**src/rtl/bl_mode_mux_ramp_if.sv**
```systemverilog
// Bus bundle for the backlight mode mux: command input, frame timing,
// the two block-statistics sample streams and the processed output stream.
interface bl_mode_mux_ramp_if #(
    parameter int DW  = 8,
    parameter int CH  = 3,
    parameter int VCW = 6
);
    logic                 cmd_valid;
    logic [7:0]           cmd_code;
    logic [31:0]          para_list;
    logic                 frame_start;
    logic [DW-1:0]        mean_white;
    logic [VCW-1:0]       v_cnt_white;
    logic                 valid_white;
    logic [CH*DW-1:0]     mean_color;
    logic [VCW-1:0]       v_cnt_color;
    logic                 valid_color;
    logic [CH*DW-1:0]     block_mean;
    logic [VCW-1:0]       block_v_cnt;
    logic                 data_valid;
    logic [1:0]           mode_active;
    logic                 ramp_busy;
    logic                 cmd_err;

    // Producer side: command source, frame timing and statistics generators
    modport master (
        output cmd_valid, cmd_code, para_list, frame_start,
        output mean_white, v_cnt_white, valid_white,
        output mean_color, v_cnt_color, valid_color,
        input  block_mean, block_v_cnt, data_valid, mode_active, ramp_busy, cmd_err
    );

    // Mux side
    modport slave (
        input  cmd_valid, cmd_code, para_list, frame_start,
        input  mean_white, v_cnt_white, valid_white,
        input  mean_color, v_cnt_color, valid_color,
        output block_mean, block_v_cnt, data_valid, mode_active, ramp_busy, cmd_err
    );
endinterface

```
**src/rtl/bl_mode_mux_ramp.sv**
```systemverilog
// Backlight-mode mux: frame-synchronous command commit, per-frame ramping of
// the working values, and a 2-stage subtract/scale datapath toward the LED driver.
module bl_mode_mux_ramp #(
    parameter int DW        = 8,
    parameter int CH        = 3,
    parameter int VCW       = 6,
    parameter int RAMP_STEP = 4
) (
    input logic               clk,
    input logic               rstn,
    bl_mode_mux_ramp_if.slave bus
);
    typedef enum logic [1:0] {
        MODE_A0 = 2'd0,
        MODE_A1 = 2'd1,
        MODE_A2 = 2'd2
    } mode_t;

    localparam int            PW   = CH * DW;
    localparam logic [DW-1:0] STEP = DW'(RAMP_STEP);

    mode_t          mode_reg, pend_mode_reg, s1_mode_reg, cmd_mode;
    logic           pend_reg, cmd_ok, commit, mode_change;
    logic [PW-1:0]  pend_para_reg, tgt_reg, cur_reg, tgt_next, cur_next;
    logic [CH-1:0]  busy_vec;
    logic           ramp_busy_reg, cmd_err_reg;
    logic           sel_valid, s1_valid_reg, data_valid_reg;
    logic [PW-1:0]  sel_mean, s1_mean_reg, s2_vec, block_mean_reg;
    logic [VCW-1:0] sel_vcnt, s1_vcnt_reg, block_v_cnt_reg;
    logic           unused_para;

    assign unused_para = ^bus.para_list[31:PW];

    // Decode the three known command codes into a mode
    always_comb begin
        cmd_ok   = 1'b0;
        cmd_mode = MODE_A0;
        case (bus.cmd_code)
            8'hA0:   begin cmd_ok = 1'b1; cmd_mode = MODE_A0; end
            8'hA1:   begin cmd_ok = 1'b1; cmd_mode = MODE_A1; end
            8'hA2:   begin cmd_ok = 1'b1; cmd_mode = MODE_A2; end
            default: begin cmd_ok = 1'b0; cmd_mode = MODE_A0; end
        endcase
    end

    // A pending command only lands on a frame boundary
    assign commit      = bus.frame_start & pend_reg;
    assign mode_change = commit & (pend_mode_reg != mode_reg);

    for (genvar gi = 0; gi < CH; gi++) begin : g_ramp
        logic [DW-1:0] tgt_c, cur_c, tgt_n, cur_n;
        assign tgt_c = tgt_reg[gi*DW +: DW];
        assign cur_c = cur_reg[gi*DW +: DW];

        // Commit reloads the target; A0 uses the low byte on every channel
        always_comb begin
            tgt_n = tgt_c;
            if (commit)
                tgt_n = (pend_mode_reg == MODE_A0) ? pend_para_reg[DW-1:0]
                                                   : pend_para_reg[gi*DW +: DW];
        end

        // Jump on a mode switch, otherwise step toward the target without overshoot
        always_comb begin
            cur_n = cur_c;
            if (bus.frame_start) begin
                if (mode_change)
                    cur_n = tgt_n;
                else if (tgt_n > cur_c)
                    cur_n = ((tgt_n - cur_c) > STEP) ? cur_c + STEP : tgt_n;
                else if (tgt_n < cur_c)
                    cur_n = ((cur_c - tgt_n) > STEP) ? cur_c - STEP : tgt_n;
            end
        end

        assign tgt_next[gi*DW +: DW] = tgt_n;
        assign cur_next[gi*DW +: DW] = cur_n;
        assign busy_vec[gi]          = (cur_n != tgt_n);
    end

    // Command capture, commit, and working-value state
    always_ff @(posedge clk or negedge rstn) begin
        if (!rstn) begin
            pend_reg      <= 1'b0;
            pend_mode_reg <= MODE_A0;
            pend_para_reg <= '0;
            mode_reg      <= MODE_A0;
            tgt_reg       <= '0;
            cur_reg       <= '0;
            ramp_busy_reg <= 1'b0;
            cmd_err_reg   <= 1'b0;
        end else begin
            cmd_err_reg <= bus.cmd_valid & ~cmd_ok;
            if (bus.cmd_valid && cmd_ok) begin
                pend_reg      <= 1'b1;
                pend_mode_reg <= cmd_mode;
                pend_para_reg <= bus.para_list[PW-1:0];
            end else if (commit) begin
                pend_reg <= 1'b0;
            end
            if (commit)
                mode_reg <= pend_mode_reg;
            tgt_reg       <= tgt_next;
            cur_reg       <= cur_next;
            ramp_busy_reg <= |busy_vec;
        end
    end

    // A2 takes the colour stream; A0/A1 take the white stream
    always_comb begin
        sel_valid = bus.valid_white;
        sel_mean  = PW'(bus.mean_white);
        sel_vcnt  = bus.v_cnt_white;
        if (mode_reg == MODE_A2) begin
            sel_valid = bus.valid_color;
            sel_mean  = bus.mean_color;
            sel_vcnt  = bus.v_cnt_color;
        end
    end

    // Stage 1: capture the sample together with the mode it will be processed in
    always_ff @(posedge clk or negedge rstn) begin
        if (!rstn) begin
            s1_valid_reg <= 1'b0;
            s1_mode_reg  <= MODE_A0;
            s1_mean_reg  <= '0;
            s1_vcnt_reg  <= '0;
        end else begin
            s1_valid_reg <= sel_valid;
            if (sel_valid) begin
                s1_mode_reg <= mode_reg;
                s1_mean_reg <= sel_mean;
                s1_vcnt_reg <= sel_vcnt;
            end
        end
    end

    for (genvar gi = 0; gi < CH; gi++) begin : g_s2
        logic [DW-1:0]   w, c, cur_c, cur_0, res;
        logic [2*DW-1:0] prod;
        assign w     = s1_mean_reg[DW-1:0];
        assign c     = s1_mean_reg[gi*DW +: DW];
        assign cur_c = cur_reg[gi*DW +: DW];
        assign cur_0 = cur_reg[DW-1:0];
        assign prod  = {{DW{1'b0}}, w} * {{DW{1'b0}}, cur_c};

        // Per-channel saturating subtract or ratio scale
        always_comb begin
            res = '0;
            case (s1_mode_reg)
                MODE_A0: res = (w > cur_0) ? w - cur_0 : '0;
                MODE_A1: res = DW'(prod >> DW);
                default: res = (c > cur_c) ? c - cur_c : '0;
            endcase
        end

        assign s2_vec[gi*DW +: DW] = res;
    end

    // Stage 2: register the result; value and row hold between pulses
    always_ff @(posedge clk or negedge rstn) begin
        if (!rstn) begin
            data_valid_reg  <= 1'b0;
            block_mean_reg  <= '0;
            block_v_cnt_reg <= '0;
        end else begin
            data_valid_reg <= s1_valid_reg;
            if (s1_valid_reg) begin
                block_mean_reg  <= s2_vec;
                block_v_cnt_reg <= s1_vcnt_reg;
            end
        end
    end

    assign bus.block_mean  = block_mean_reg;
    assign bus.block_v_cnt = block_v_cnt_reg;
    assign bus.data_valid  = data_valid_reg;
    assign bus.mode_active = mode_reg;
    assign bus.ramp_busy   = ramp_busy_reg;
    assign bus.cmd_err     = cmd_err_reg;
endmodule

```
**src/flat_wrapper.sv**
```systemverilog
// flat-port wrapper written by rule: the top's interface ports become plain ports
module bl_mode_mux_ramp_flat 
#(
    parameter int DW        = 8,
    parameter int CH        = 3,
    parameter int VCW       = 6,
    parameter int RAMP_STEP = 4
)
  (clk, rstn, bus_cmd_valid, bus_cmd_code, bus_para_list, bus_frame_start, bus_mean_white, bus_v_cnt_white, bus_valid_white, bus_mean_color, bus_v_cnt_color, bus_valid_color, bus_block_mean, bus_block_v_cnt, bus_data_valid, bus_mode_active, bus_ramp_busy, bus_cmd_err);
  bl_mode_mux_ramp_if #(.DW(DW), .CH(CH), .VCW(VCW)) bus_i ();
  input logic clk;
  input logic rstn;
  input wire logic [$bits(bus_i.cmd_valid)-1:0] bus_cmd_valid;
  input wire logic [$bits(bus_i.cmd_code)-1:0] bus_cmd_code;
  input wire logic [$bits(bus_i.para_list)-1:0] bus_para_list;
  input wire logic [$bits(bus_i.frame_start)-1:0] bus_frame_start;
  input wire logic [$bits(bus_i.mean_white)-1:0] bus_mean_white;
  input wire logic [$bits(bus_i.v_cnt_white)-1:0] bus_v_cnt_white;
  input wire logic [$bits(bus_i.valid_white)-1:0] bus_valid_white;
  input wire logic [$bits(bus_i.mean_color)-1:0] bus_mean_color;
  input wire logic [$bits(bus_i.v_cnt_color)-1:0] bus_v_cnt_color;
  input wire logic [$bits(bus_i.valid_color)-1:0] bus_valid_color;
  output wire logic [$bits(bus_i.block_mean)-1:0] bus_block_mean;
  output wire logic [$bits(bus_i.block_v_cnt)-1:0] bus_block_v_cnt;
  output wire logic [$bits(bus_i.data_valid)-1:0] bus_data_valid;
  output wire logic [$bits(bus_i.mode_active)-1:0] bus_mode_active;
  output wire logic [$bits(bus_i.ramp_busy)-1:0] bus_ramp_busy;
  output wire logic [$bits(bus_i.cmd_err)-1:0] bus_cmd_err;
  assign bus_i.cmd_valid = bus_cmd_valid;
  assign bus_i.cmd_code = bus_cmd_code;
  assign bus_i.para_list = bus_para_list;
  assign bus_i.frame_start = bus_frame_start;
  assign bus_i.mean_white = bus_mean_white;
  assign bus_i.v_cnt_white = bus_v_cnt_white;
  assign bus_i.valid_white = bus_valid_white;
  assign bus_i.mean_color = bus_mean_color;
  assign bus_i.v_cnt_color = bus_v_cnt_color;
  assign bus_i.valid_color = bus_valid_color;
  assign bus_block_mean = bus_i.block_mean;
  assign bus_block_v_cnt = bus_i.block_v_cnt;
  assign bus_data_valid = bus_i.data_valid;
  assign bus_mode_active = bus_i.mode_active;
  assign bus_ramp_busy = bus_i.ramp_busy;
  assign bus_cmd_err = bus_i.cmd_err;
  bl_mode_mux_ramp #(.DW(DW), .CH(CH), .VCW(VCW), .RAMP_STEP(RAMP_STEP)) u_core (.clk(clk), .rstn(rstn), .bus(bus_i));
endmodule
```
**config.mk**
```make
export PLATFORM = sky130hd
export DESIGN_NAME = bl_mode_mux_ramp_flat
export DESIGN_NICKNAME = d
export VERILOG_FILES = /design/src/rtl/bl_mode_mux_ramp_if.sv /design/src/rtl/bl_mode_mux_ramp.sv /design/src/flat_wrapper.sv
export SDC_FILE = /design/constraint.sdc
export NUM_CORES = 1
export LEC_CHECK = 0
export ABC_AREA = 0
export BUFFER_PORTS_ARGS = -buffer_cell sky130_fd_sc_hd__buf_2
export CORE_ASPECT_RATIO = 2
export CORE_MARGIN = 5
export CORE_UTILIZATION = 40
export DETAILED_ROUTE_END_ITERATION = 10
export PLACE_DENSITY = 0.62
export SETUP_SLACK_MARGIN = 0.5
export SLEW_MARGIN = 20
export SYNTH_ARGS = -nofsm -noshare
export SYNTH_HDL_FRONTEND = slang
export SYNTH_SLANG_ARGS = --single-unit
```
**constraint.sdc**
```tcl
create_clock -name clk -period 8.4 [get_ports clk]
set_input_delay 1.68 -clock clk [delete_from_list [all_inputs] [get_ports clk]]
set_output_delay 1.68 -clock clk [all_outputs]
set_load 0.1 [all_outputs]
```
Yosys cells after proc, flatten, opt, wreduce, memory -nomap -nowiden

Index checks and enable logic that the tools add are counted.

Register bits after elaboration: 143
Latch bits: 0
Memory bits (writable): 0
ROM bits: 0
Logic and storage cells: 103
Memories kept: 0

$add $sub $neg: 15
$mul: 3
Div/mod/pow operators: 0
Magnitude comparators: 15
Eq/ne operators: 9
Shifts and indexed selects: 0
Muxes and demuxes: 36
Bitwise logic cells: 4
Reduce and logical (&&, ||, !) cells: 6

Operators by type and width:

| kind                  | count |
|---|---|
| $mux W8               | 27 |
| $sub A8 B8 Y8         | 9 |
| $gt A8 B3 Y1 const B  | 6 |
| $gt A8 B8 Y1          | 6 |
| $mul A8 B8 Y16        | 3 |
| $pmux W8 S2           | 2 |
| $add A8 B3 Y8 const B | 3 |
| $eq A8 B8 Y1 const B  | 3 |
| $lt A8 B8 Y1          | 3 |
| $mux W24              | 1 |
| $ne A8 B8 Y1          | 3 |
| $sub A8 B3 Y8 const B | 3 |
| $mux W6               | 1 |
| $reduce_or A3 Y1      | 2 |
| $logic_not A2 Y1      | 2 |
| $mux W1               | 4 |
| $pmux W2 S2           | 1 |
| $and A1 B1 Y1         | 3 |
| $eq A2 B1 Y1 const B  | 1 |
| $eq A2 B2 Y1 const B  | 1 |
| $ne A2 B2 Y1          | 1 |
| $reduce_bool A2 Y1    | 1 |
| $logic_and A1 B1 Y1   | 1 |
| $not A1 Y1            | 1 |

Logic depth before layout (Yosys ltp)

Gate-level depths: netlist of the first run.

Word-level depth: 12
Mapped depth: 23
Mapped depth without buffers: 21

Worst setup path before layout of the first run

Ideal clock, no wire load.

Path kind: input to register
From: input bus_frame_start
To: register u_core.ramp_busy_reg (netlist: u_core.bus.ramp_busy)
Data arrival time: 6.060 ns
Path slack: 2.272 ns
Cell stages on the path: 21
Buffers on the path: 3
Path through: nand2_2 -> clkbuf_1 -> buf_1 -> nor2_1 -> a21oi_1 -> ha_1 -> inv_1 -> fa_1 -> nand2b_1 -> a2bb2oi_1 -> o31ai_1 -> or4_1 -> a21oi_1 -> and2_1 -> buf_2 -> mux2_2 -> mux2i_1 -> a221oi_1 -> o31a_1 -> o2111a_1 -> nand3_1

Longest elaborated chain between the ends: 11
Elaborated cells on any way between the ends: 45
Classes of those cells: 6 x add/sub; 12 x order compare; 3 x eq/ne; 21 x mux; 2 x bitwise; 1 x reduce/logical

RTL lines:

| element              | line                    | text |
|---|---|---|
| start, declared      | flat_wrapper.sv:16      | `input wire logic [$bits(bus_i.frame_start)-1:0] bus_frame_start;` |
| $and A1 B1 Y1        | bl_mode_mux_ramp.sv:47  | `assign commit = bus.frame_start & pend_reg;` |
| $mux W8              | bl_mode_mux_ramp.sv:58  | `if (commit)` |
| $sub A8 B8 Y8        | bl_mode_mux_ramp.sv:72  | `cur_n = ((cur_c - tgt_n) > STEP) ? cur_c - STEP : tgt_n;` |
| $gt A8 B3 Y1         | bl_mode_mux_ramp.sv:72  |  |
| $mux W8              | bl_mode_mux_ramp.sv:72  |  |
| $mux W8              | bl_mode_mux_ramp.sv:71  | `else if (tgt_n < cur_c)` |
| $mux W8              | bl_mode_mux_ramp.sv:69  | `else if (tgt_n > cur_c)` |
| $mux W8              | bl_mode_mux_ramp.sv:67  | `if (mode_change)` |
| $mux W8              | bl_mode_mux_ramp.sv:66  | `if (bus.frame_start) begin` |
| $ne A8 B8 Y1         | bl_mode_mux_ramp.sv:78  | `assign busy_vec[gi] = (cur_n != tgt_n);` |
| $reduce_or A3 Y1 *   | bl_mode_mux_ramp.sv:105 | `ramp_busy_reg <= \|busy_vec;` |
| end signal, assigned | bl_mode_mux_ramp.sv:105 |  |
| end, declared        | bl_mode_mux_ramp.sv:26  | `logic ramp_busy_reg, cmd_err_reg;` |

Every way passes the cells marked *; elsewhere a longest branch is shown, timed or not.
A chain may end at the register's enable or synchronous reset.

Final worst setup path of the first run

From: input bus_frame_start
To: register u_core.ramp_busy_reg (netlist: u_core.bus.ramp_busy)

Longest elaborated chain between the ends: 11
Elaborated cells on any way between the ends: 45
Classes of those cells: 6 x add/sub; 12 x order compare; 3 x eq/ne; 21 x mux; 2 x bitwise; 1 x reduce/logical

RTL lines:

| element                       | line                    | text |
|---|---|---|
| $and A1 B1 Y1                 | bl_mode_mux_ramp.sv:47  |  |
| $mux W8                       | bl_mode_mux_ramp.sv:58  |  |
| $sub A8 B8 Y8                 | bl_mode_mux_ramp.sv:72  |  |
| $gt A8 B3 Y1                  | bl_mode_mux_ramp.sv:72  |  |
| $mux W8                       | bl_mode_mux_ramp.sv:72  |  |
| $mux W8                       | bl_mode_mux_ramp.sv:71  |  |
| $mux W8                       | bl_mode_mux_ramp.sv:69  |  |
| $mux W8                       | bl_mode_mux_ramp.sv:67  |  |
| $mux W8 *                     | bl_mode_mux_ramp.sv:66  |  |
| via u_core.g_ramp[0].cur_n[3] | bl_mode_mux_ramp.sv:51  | `logic [DW-1:0] tgt_c, cur_c, tgt_n, cur_n;` |
| $ne A8 B8 Y1 *                | bl_mode_mux_ramp.sv:78  |  |
| $reduce_or A3 Y1 *            | bl_mode_mux_ramp.sv:105 |  |

Mark *: on every way through the listed nets, which the timed path passes. The rest lies on a longest branch.

==> metrics, run 1 <==
status=finished clean; Comb power frac=0.745; initial antenna violation count=1; post-layout min period=about 6.3 ns; Starting Density=0.402; reg-to-reg critical path endpoint=u_core.bus.ramp_busy; met3 Usage GRT=0.0332; Clock Path Buffers=2; sw frac=0.540; type of the worst setup path=in -> reg; DP HPWL=about 46 mm; final wirelength=a little under 60 mm; routed length per placed instance=21.8 µm; synthesized area=17000 µm²; CP endpoint kind=flip-flop; worst-path maximum fanout=22; Seq cells post-synth=143; DRC viols=0; Clk Latency, worst-skew pair=0.46 ns; Internal=3490 µW; Ys Warns=0; routed vias/inst=~5.9; first-pass GRT wire length=~91 mm; Synth Flop Type=dfrtp_1; H-tree depth=4; post-CTS sizing=0; Leakage=~0.0093 µW; hold_sp=u_core.bus.block_mean[7]; total number of vias=approximately 16000; row count=around 110; Post-Syn Nets=around 2400; total die area=about 47000 µm²; layout cells sized above 1=0.126; Port Buf Inserts=approximately 120; Critical Path RT=8.70 ns; largest net degree at the start of global routing=76; clock power share=0.106; Mapped Cells=approximately 2000; grt ovf=0; relative slew slack=0.287; post-CTS setup buffers=0; Synth cell types=between 90 and 100; critical register-to-register path startpoint=u_core.pend_reg; CTS tree=yes; total I/O pin count=125; Die Y=between 300 and 400 µm; Max-cap violations=0; Post-synth EDFFs=0; met1 usage=0.248; mean area per synthesized cell=8.36 µm²; worst min path class=reg -> reg; Die W=~160 µm; Final ANT Viol Nets=0; core box area=roughly 42000 µm²; vias in the first global route=16600; ys async rst share=1.00; sequential power share=0.148; Slew @ Worst Pin=around 1.1 ns; Sw Pwr=~4100 µW; R2R depth=17; hold path depth=1; PD cells=approximately 400 nW/µm²; RSZ-0062 raised after global routing=false; Fmax=158 MHz; Critical Path Start Type=input pin; hold buffers post-CTS=0; Total Neg Setup Slack=0 ns; Layout area overhead=10.6%; Slew Viols, Final=0; GR Layer Usage met2=0.460; Nets=about 2500; post-layout util=0.444; final hold violation count=0; number of buffers created by CTS=17; CTS Sinks=roughly 140; Hold Path End=u_core.bus.block_mean[7]; Final period util=0.752; First-pass DRT Iterations=5; Worst EP arrival=~6.6 ns; aggregate global-route resource usage=0.249; Setup Viol. Count Final=0; Antenna Cells=0; GR peak layer=met2; Seq/Total Area, Yosys=0.210; Worst IR Drop VDD=0.146 mV; Clock Skew=a little under 0.02 ns; clock-pin slew on the worst setup and hold paths=0.07 ns; clk root buf=clkbuf_16; Initial DRC Count=about 950; reg2reg setup slack=about 2.7 ns; Final Wtd Congestion=roughly 0.99
[worst max-delay path by stage]
stage | start | to | slack, ns | cells past startpoint
4_1_cts | bus_frame_start | u_core.bus.ramp_busy | 2.25 | 20
3_3_place_gp | bus_frame_start | u_core.bus.ramp_busy | 1.85 | 20
2_1_floorplan | bus_frame_start | u_core.bus.ramp_busy | 2.27 | 21
3_5_place_dp | bus_frame_start | u_core.bus.ramp_busy | 1.82 | 17
5_1_grt | bus_frame_start | u_core.bus.ramp_busy | 1.90 | 17
6_report | bus_frame_start | u_core.bus.ramp_busy | 2.08 | 17
[power groups by stage]
stage | registers [µW] | logic, µW | clock network (µW)
6_report | 1120 | 5650 | 807
5_1_grt | 1150 | 6340 | 850
4_1_cts | 1110 | 5650 | 822
3_5_place_dp | 1130 | 5600 | 0
3_3_place_gp | 1120 | 5470 | 0
2_1_floorplan | 1290 | 4040 | 0
[cells in the mapped netlist (7+ instances only)]
| master | n | area [µm²] |
|---|---|---|
| mux2i_1 | 32 | 320 |
| a21oi_1 | 105 | 526 |
| a22oi_1 | 8 | 60.1 |
| o21ai_0 | 105 | 526 |
| a221oi_1 | 16 | 140 |
| and3_1 | 17 | 106 |
| xor2_1 | 26 | 228 |
| a2bb2oi_1 | 7 | 61.3 |
| clkbuf_1 | 92 | 345 |
| nor4_1 | 10 | 62.6 |
| a21o_1 | 38 | 285 |
| nand2_1 | 197 | 739 |
| o21bai_1 | 7 | 52.6 |
| or3_1 | 11 | 68.8 |
| inv_1 | 235 | 882 |
| a22o_1 | 17 | 149 |
| fa_1 | 111 | 2220 |
| nand4_1 | 15 | 93.8 |
| nor2b_1 | 15 | 93.8 |
| o21a_1 | 17 | 128 |
| a211oi_1 | 14 | 105 |
| nand3_1 | 53 | 265 |
| dfrtp_1 | 143 | 3580 |
| xnor2_1 | 59 | 517 |
| nor2_1 | 146 | 548 |
| ha_1 | 170 | 2130 |
| nor3_1 | 37 | 185 |
| a31oi_1 | 24 | 150 |
| o22ai_1 | 11 | 68.8 |
| nand2b_1 | 10 | 62.6 |
| and2_1 | 78 | 488 |
| o41ai_1 | 7 | 61.3 |
| buf_2 | 14 | 70.1 |
| mux2_2 | 37 | 417 |
| o211ai_1 | 12 | 90.1 |
[metrics by stage]
stage               hold slack, ns  instances  power, µW  setup slack (ns)  instance area, µm²
floorplan                    0.389       2038       5330              2.27               17000
global placement             0.458       2634       6590              1.85               18300
detailed placement           0.464       2634       6730              1.82               18300
CTS                          0.478       2666       7580              2.25               18900
global route                 0.509       2666       8340              1.90               18900
finish                       0.472       2666       7580              2.08               18900
[cell type report]
type	count	area, µm²
Inverter	241	905
Tap cell	545	682
Clock buffer	18	429
Multi-Input combinational cell	1542	12200
Fill cell	4151	23600
Clock inverter	14	171
Timing Repair Buffer	163	940
Sequential cell	143	3580
[logic make-up (layout without fill, tap and decap cells)]
kind of cell | after synthesis | after routing | share of synthesized area
buffers and inverters | 353 | 436 | 0.0790
AOI/OAI and AO/OA | 480 | 480 | 0.191
muxes | 70 | 70 | 0.0439
DFF | 143 | 143 | 0.210
and+or+nand+nor | 626 | 626 | 0.178
xor gates and xnor gates | 85 | 85 | 0.0437
adders and majority gates | 281 | 281 | 0.255
[critical path, cell delays in order]
cell and delay [ns]:
buf_2 0.15, nand2_2 0.14, buf_4 0.38, mux2i_1 0.58, inv_1 0.10, ha_1 0.39, inv_1 0.14, a2bb2oi_1 0.47
mux2_2 0.40, a32o_1 0.20, and4_1 0.39, mux2i_1 0.24, a31oi_1 0.13, xnor2_1 0.48, o311ai_1 0.31, nor4_2 0.28
nand3_1 0.13
[cells in the final DEF (no fill, tap or decap), drive strengths merged, types with 24 or more instances in the layout]
master | Yosys | final
o21ai | 111 | 111
mux2i | 32 | 32
nand2 | 198 | 198
a21o | 38 | 38
fa | 111 | 111
buf | 20 | 163
inv | 239 | 246
dfrtp | 143 | 143
nor3 | 37 | 37
mux2 | 38 | 38
nand3 | 53 | 53
nor2 | 147 | 147
ha | 170 | 170
xnor2 | 59 | 59
and2 | 80 | 80
a21oi | 105 | 105
a31oi | 24 | 24
xor2 | 26 | 26
[routing by layer]
metal | up-vias | share of wire
met3 | 230 | 0.045
li1 | 7173 | -
met2 | 593 | 0.52
met1 | 7703 | 0.35
met4 | 0 | 0.085
met5 | - | 0
Note: power is estimated with default switching activity, not from simulation.
==> inputs of run 2 (changes only) <==
==> constraint.sdc (replaced) <==
create_clock -name clk -period 5.9 [get_ports clk]
set_input_delay 1.18 -clock clk [delete_from_list [all_inputs] [get_ports clk]]
set_output_delay 1.18 -clock clk [all_outputs]
set_load 0.1 [all_outputs]
==> metrics, run 2 (synthesis results as in run 1) <==
status=finished clean; Final period util=0.897; Worst IR Drop VDD=~0.23 mV; Critical Path Start Type=flip-flop; Fmax=around 190 MHz; type of the worst setup path=reg -> reg; CP endpoint kind=flip-flop; final non-filler cell area=approximately 19000 µm²; CTS Sinks=approximately 140; Die Y=302 µm; routed vias/inst=5.77; Slew @ Worst Pin=1.02 ns; First-pass DRT Iterations=7; worst-path maximum fanout=13; DRC viols=0; Initial DRC Count=1158; critical register-to-register path startpoint=u_core.pend_mode_reg[0]; Worst EP arrival=approximately 5.6 ns; vias in the first global route=16700; final wirelength=60.6 mm; DP HPWL=around 50 mm; number of buffers created by CTS=17; post-layout min period=around 5.3 ns; PD cells=roughly 570 nW/µm²; Die W=156 µm; Clock Path Buffers=2; largest net degree at the start of global routing=64; CP max-delay cell=dfrtp_1; Clock Skew=between 0.015 and 0.02 ns; aggregate global-route resource usage=0.260; post-CTS setup buffers=0; Total Neg Setup Slack=0 ns; CP top delay family=compound AO/OA/AOI/OAI gates; total power=about 11000 µW; Final ANT Viol Nets=0; DP Worst Slack=approximately 0.099 ns; first-pass GRT wire length=between 90 and 100 mm; Setup Viol. Count Final=0; routed length per placed instance=about 22 µm; Port Buf Inserts=116; clk root buf=clkbuf_16; relative slew slack=0.311; Nets=2540; reg2reg setup slack=a little over 0.6 ns; R2R depth=15; RSZ-0062 raised after global routing=true; layout cells sized above 1=0.155; hold path depth=2; Clk Latency, worst-skew pair=between 0.4 and 0.5 ns; worst path cell trace=or3b_1 -> a31oi_1 -> ha_1 -> o21a_1 -> o31a_1 -> o21a_1 -> or4_1 -> a21oi_1 -> a221oi_1 -> a211oi_1 -> a211oi_1 -> a31oi_1 -> nand4_1 -> nor4_2 -> nand3_1; Final Wtd Congestion=0.978; total die area=roughly 47000 µm²; clock-pin slew on the worst setup and hold paths=0.08 ns; final hold violation count=0; Hold Path End=u_core.s1_vcnt_reg[4]; core box area=roughly 42000 µm²; Fillers=roughly 4200; H-tree depth=4; grt ovf=0; WHS=a little under 0.5 ns; Antenna Cells=0; reg-to-reg critical path endpoint=u_core.bus.ramp_busy; commonest non-fill, non-tap cells in the layout=inv_1 (234), nand2_1 (197), ha_1 (170); Critical Path RT=between 6 and 7 ns; total number of vias=around 16000; worst path bufs/invs=0; hold_sp=u_core.s1_vcnt_reg[4]; CTS tree=yes; CP max stage delay=0.57 ns; Starting Density=0.402; row count=between 100 and 150; commonest non-fill, non-tap cell in the layout=inv_1; total I/O pin count=between 100 and 150; Max-cap violations=0; DP Area=approximately 19000 µm²; initial antenna violation count=0; Setup WS post-layout=around 0.6 ns; Leakage=roughly 0.0095 µW; Slew Viols, Final=0; Layout area overhead=13.6%; worst min path class=reg -> reg
## run 2: cell count changes in the layout (fill, tap and decap cells not counted), moves of 2 or more
cell / before / now
buf_4: 47 / 105
dfrtp_1: 143 / 138
dfrtp_2: 0 / 5
buf_12: 0 / 3
clkinvlp_4: 0 / 3
inv_8: 5 / 2
a211oi_1: 14 / 12
a211oi_2: 0 / 2
a21oi_2: 0 / 2
clkbuf_8: 0 / 2
clkinv_4: 4 / 2
clkinv_8: 2 / 0
inv_6: 2 / 4
## run 2: worst max-delay path by stage
stage                             from              endpoint  cells after the start
2_1_floorplan          bus_frame_start  u_core.bus.ramp_busy                     21
3_3_place_gp           bus_frame_start  u_core.bus.ramp_busy                     17
3_5_place_dp           bus_frame_start  u_core.bus.ramp_busy                     17
4_1_cts        u_core.pend_mode_reg[1]  u_core.bus.ramp_busy                     15
5_1_grt                bus_frame_start  u_core.bus.ramp_busy                     20
6_report       u_core.pend_mode_reg[0]  u_core.bus.ramp_busy                     15
## run 2: worst register-to-register path: stages, from the launching register on
cell,delay (ns)
dfrtp_1,0.57
or3b_1,0.53
a31oi_1,0.54
ha_1,0.46
o21a_1,0.23
o31a_1,0.12
o21a_1,0.21
or4_1,0.48
a21oi_1,0.35
a221oi_1,0.18
a211oi_1,0.48
a211oi_1,0.27
a31oi_1,0.22
nand4_1,0.13
nor4_2,0.29
nand3_1,0.11
## run 2: repair_timing
item / CTS / global route
hold buffers: 0 / 0
gates resized for setup: 3 / 9
pin swaps: 0 / 0
gates cloned: 0 / 0
hold endpoints to repair: 0 / 0
endpoints found under the setup margin: 1 / 4
## run 2: cell type report
| class | count | area (µm²) | share of cell area |
|---|---|---|---|
| clock buffers | 21 | 460 | 0.0238 |
| clock inverters | 11 | 120 | 0.00620 |
| inverters | 241 | 908 | 0.0469 |
| multi-input cells | 1542 | 12200 | 0.629 |
| flip-flops and latches | 143 | 3580 | 0.185 |
| well taps | 545 | 682 | 0.0352 |
| repair buffers | 224 | 1440 | 0.0741 |
## run 2: through the flow
| stage | util | cells |
|---|---|---|
| finish | 0.456 | 2727 |
| global route | 0.456 | 2727 |
| CTS | 0.455 | 2727 |
| detailed placement | 0.442 | 2695 |
| global placement | 0.442 | 2695 |
| floorplan | - | 2038 |
## run 2: power breakdown
part	leakage, µW	internal [µW]	switching (µW)
Sequential	0.00181	1180	363
Combinational	0.00746	3320	5000
Clock	0.000279	616	532
Total	0.00955	5120	5900
## run 2: per-layer routing
| layer | track usage | routed length (µm) | up-vias |
|---|---|---|---|
| li1 | - | - | 7296 |
| met1 | 0.262 | 20800 | 7640 |
| met2 | 0.470 | 31300 | 569 |
| met3 | 0.0319 | 2560 | 233 |
| met4 | 0.214 | 5940 | 0 |
| met5 | 0 | 0 | - |
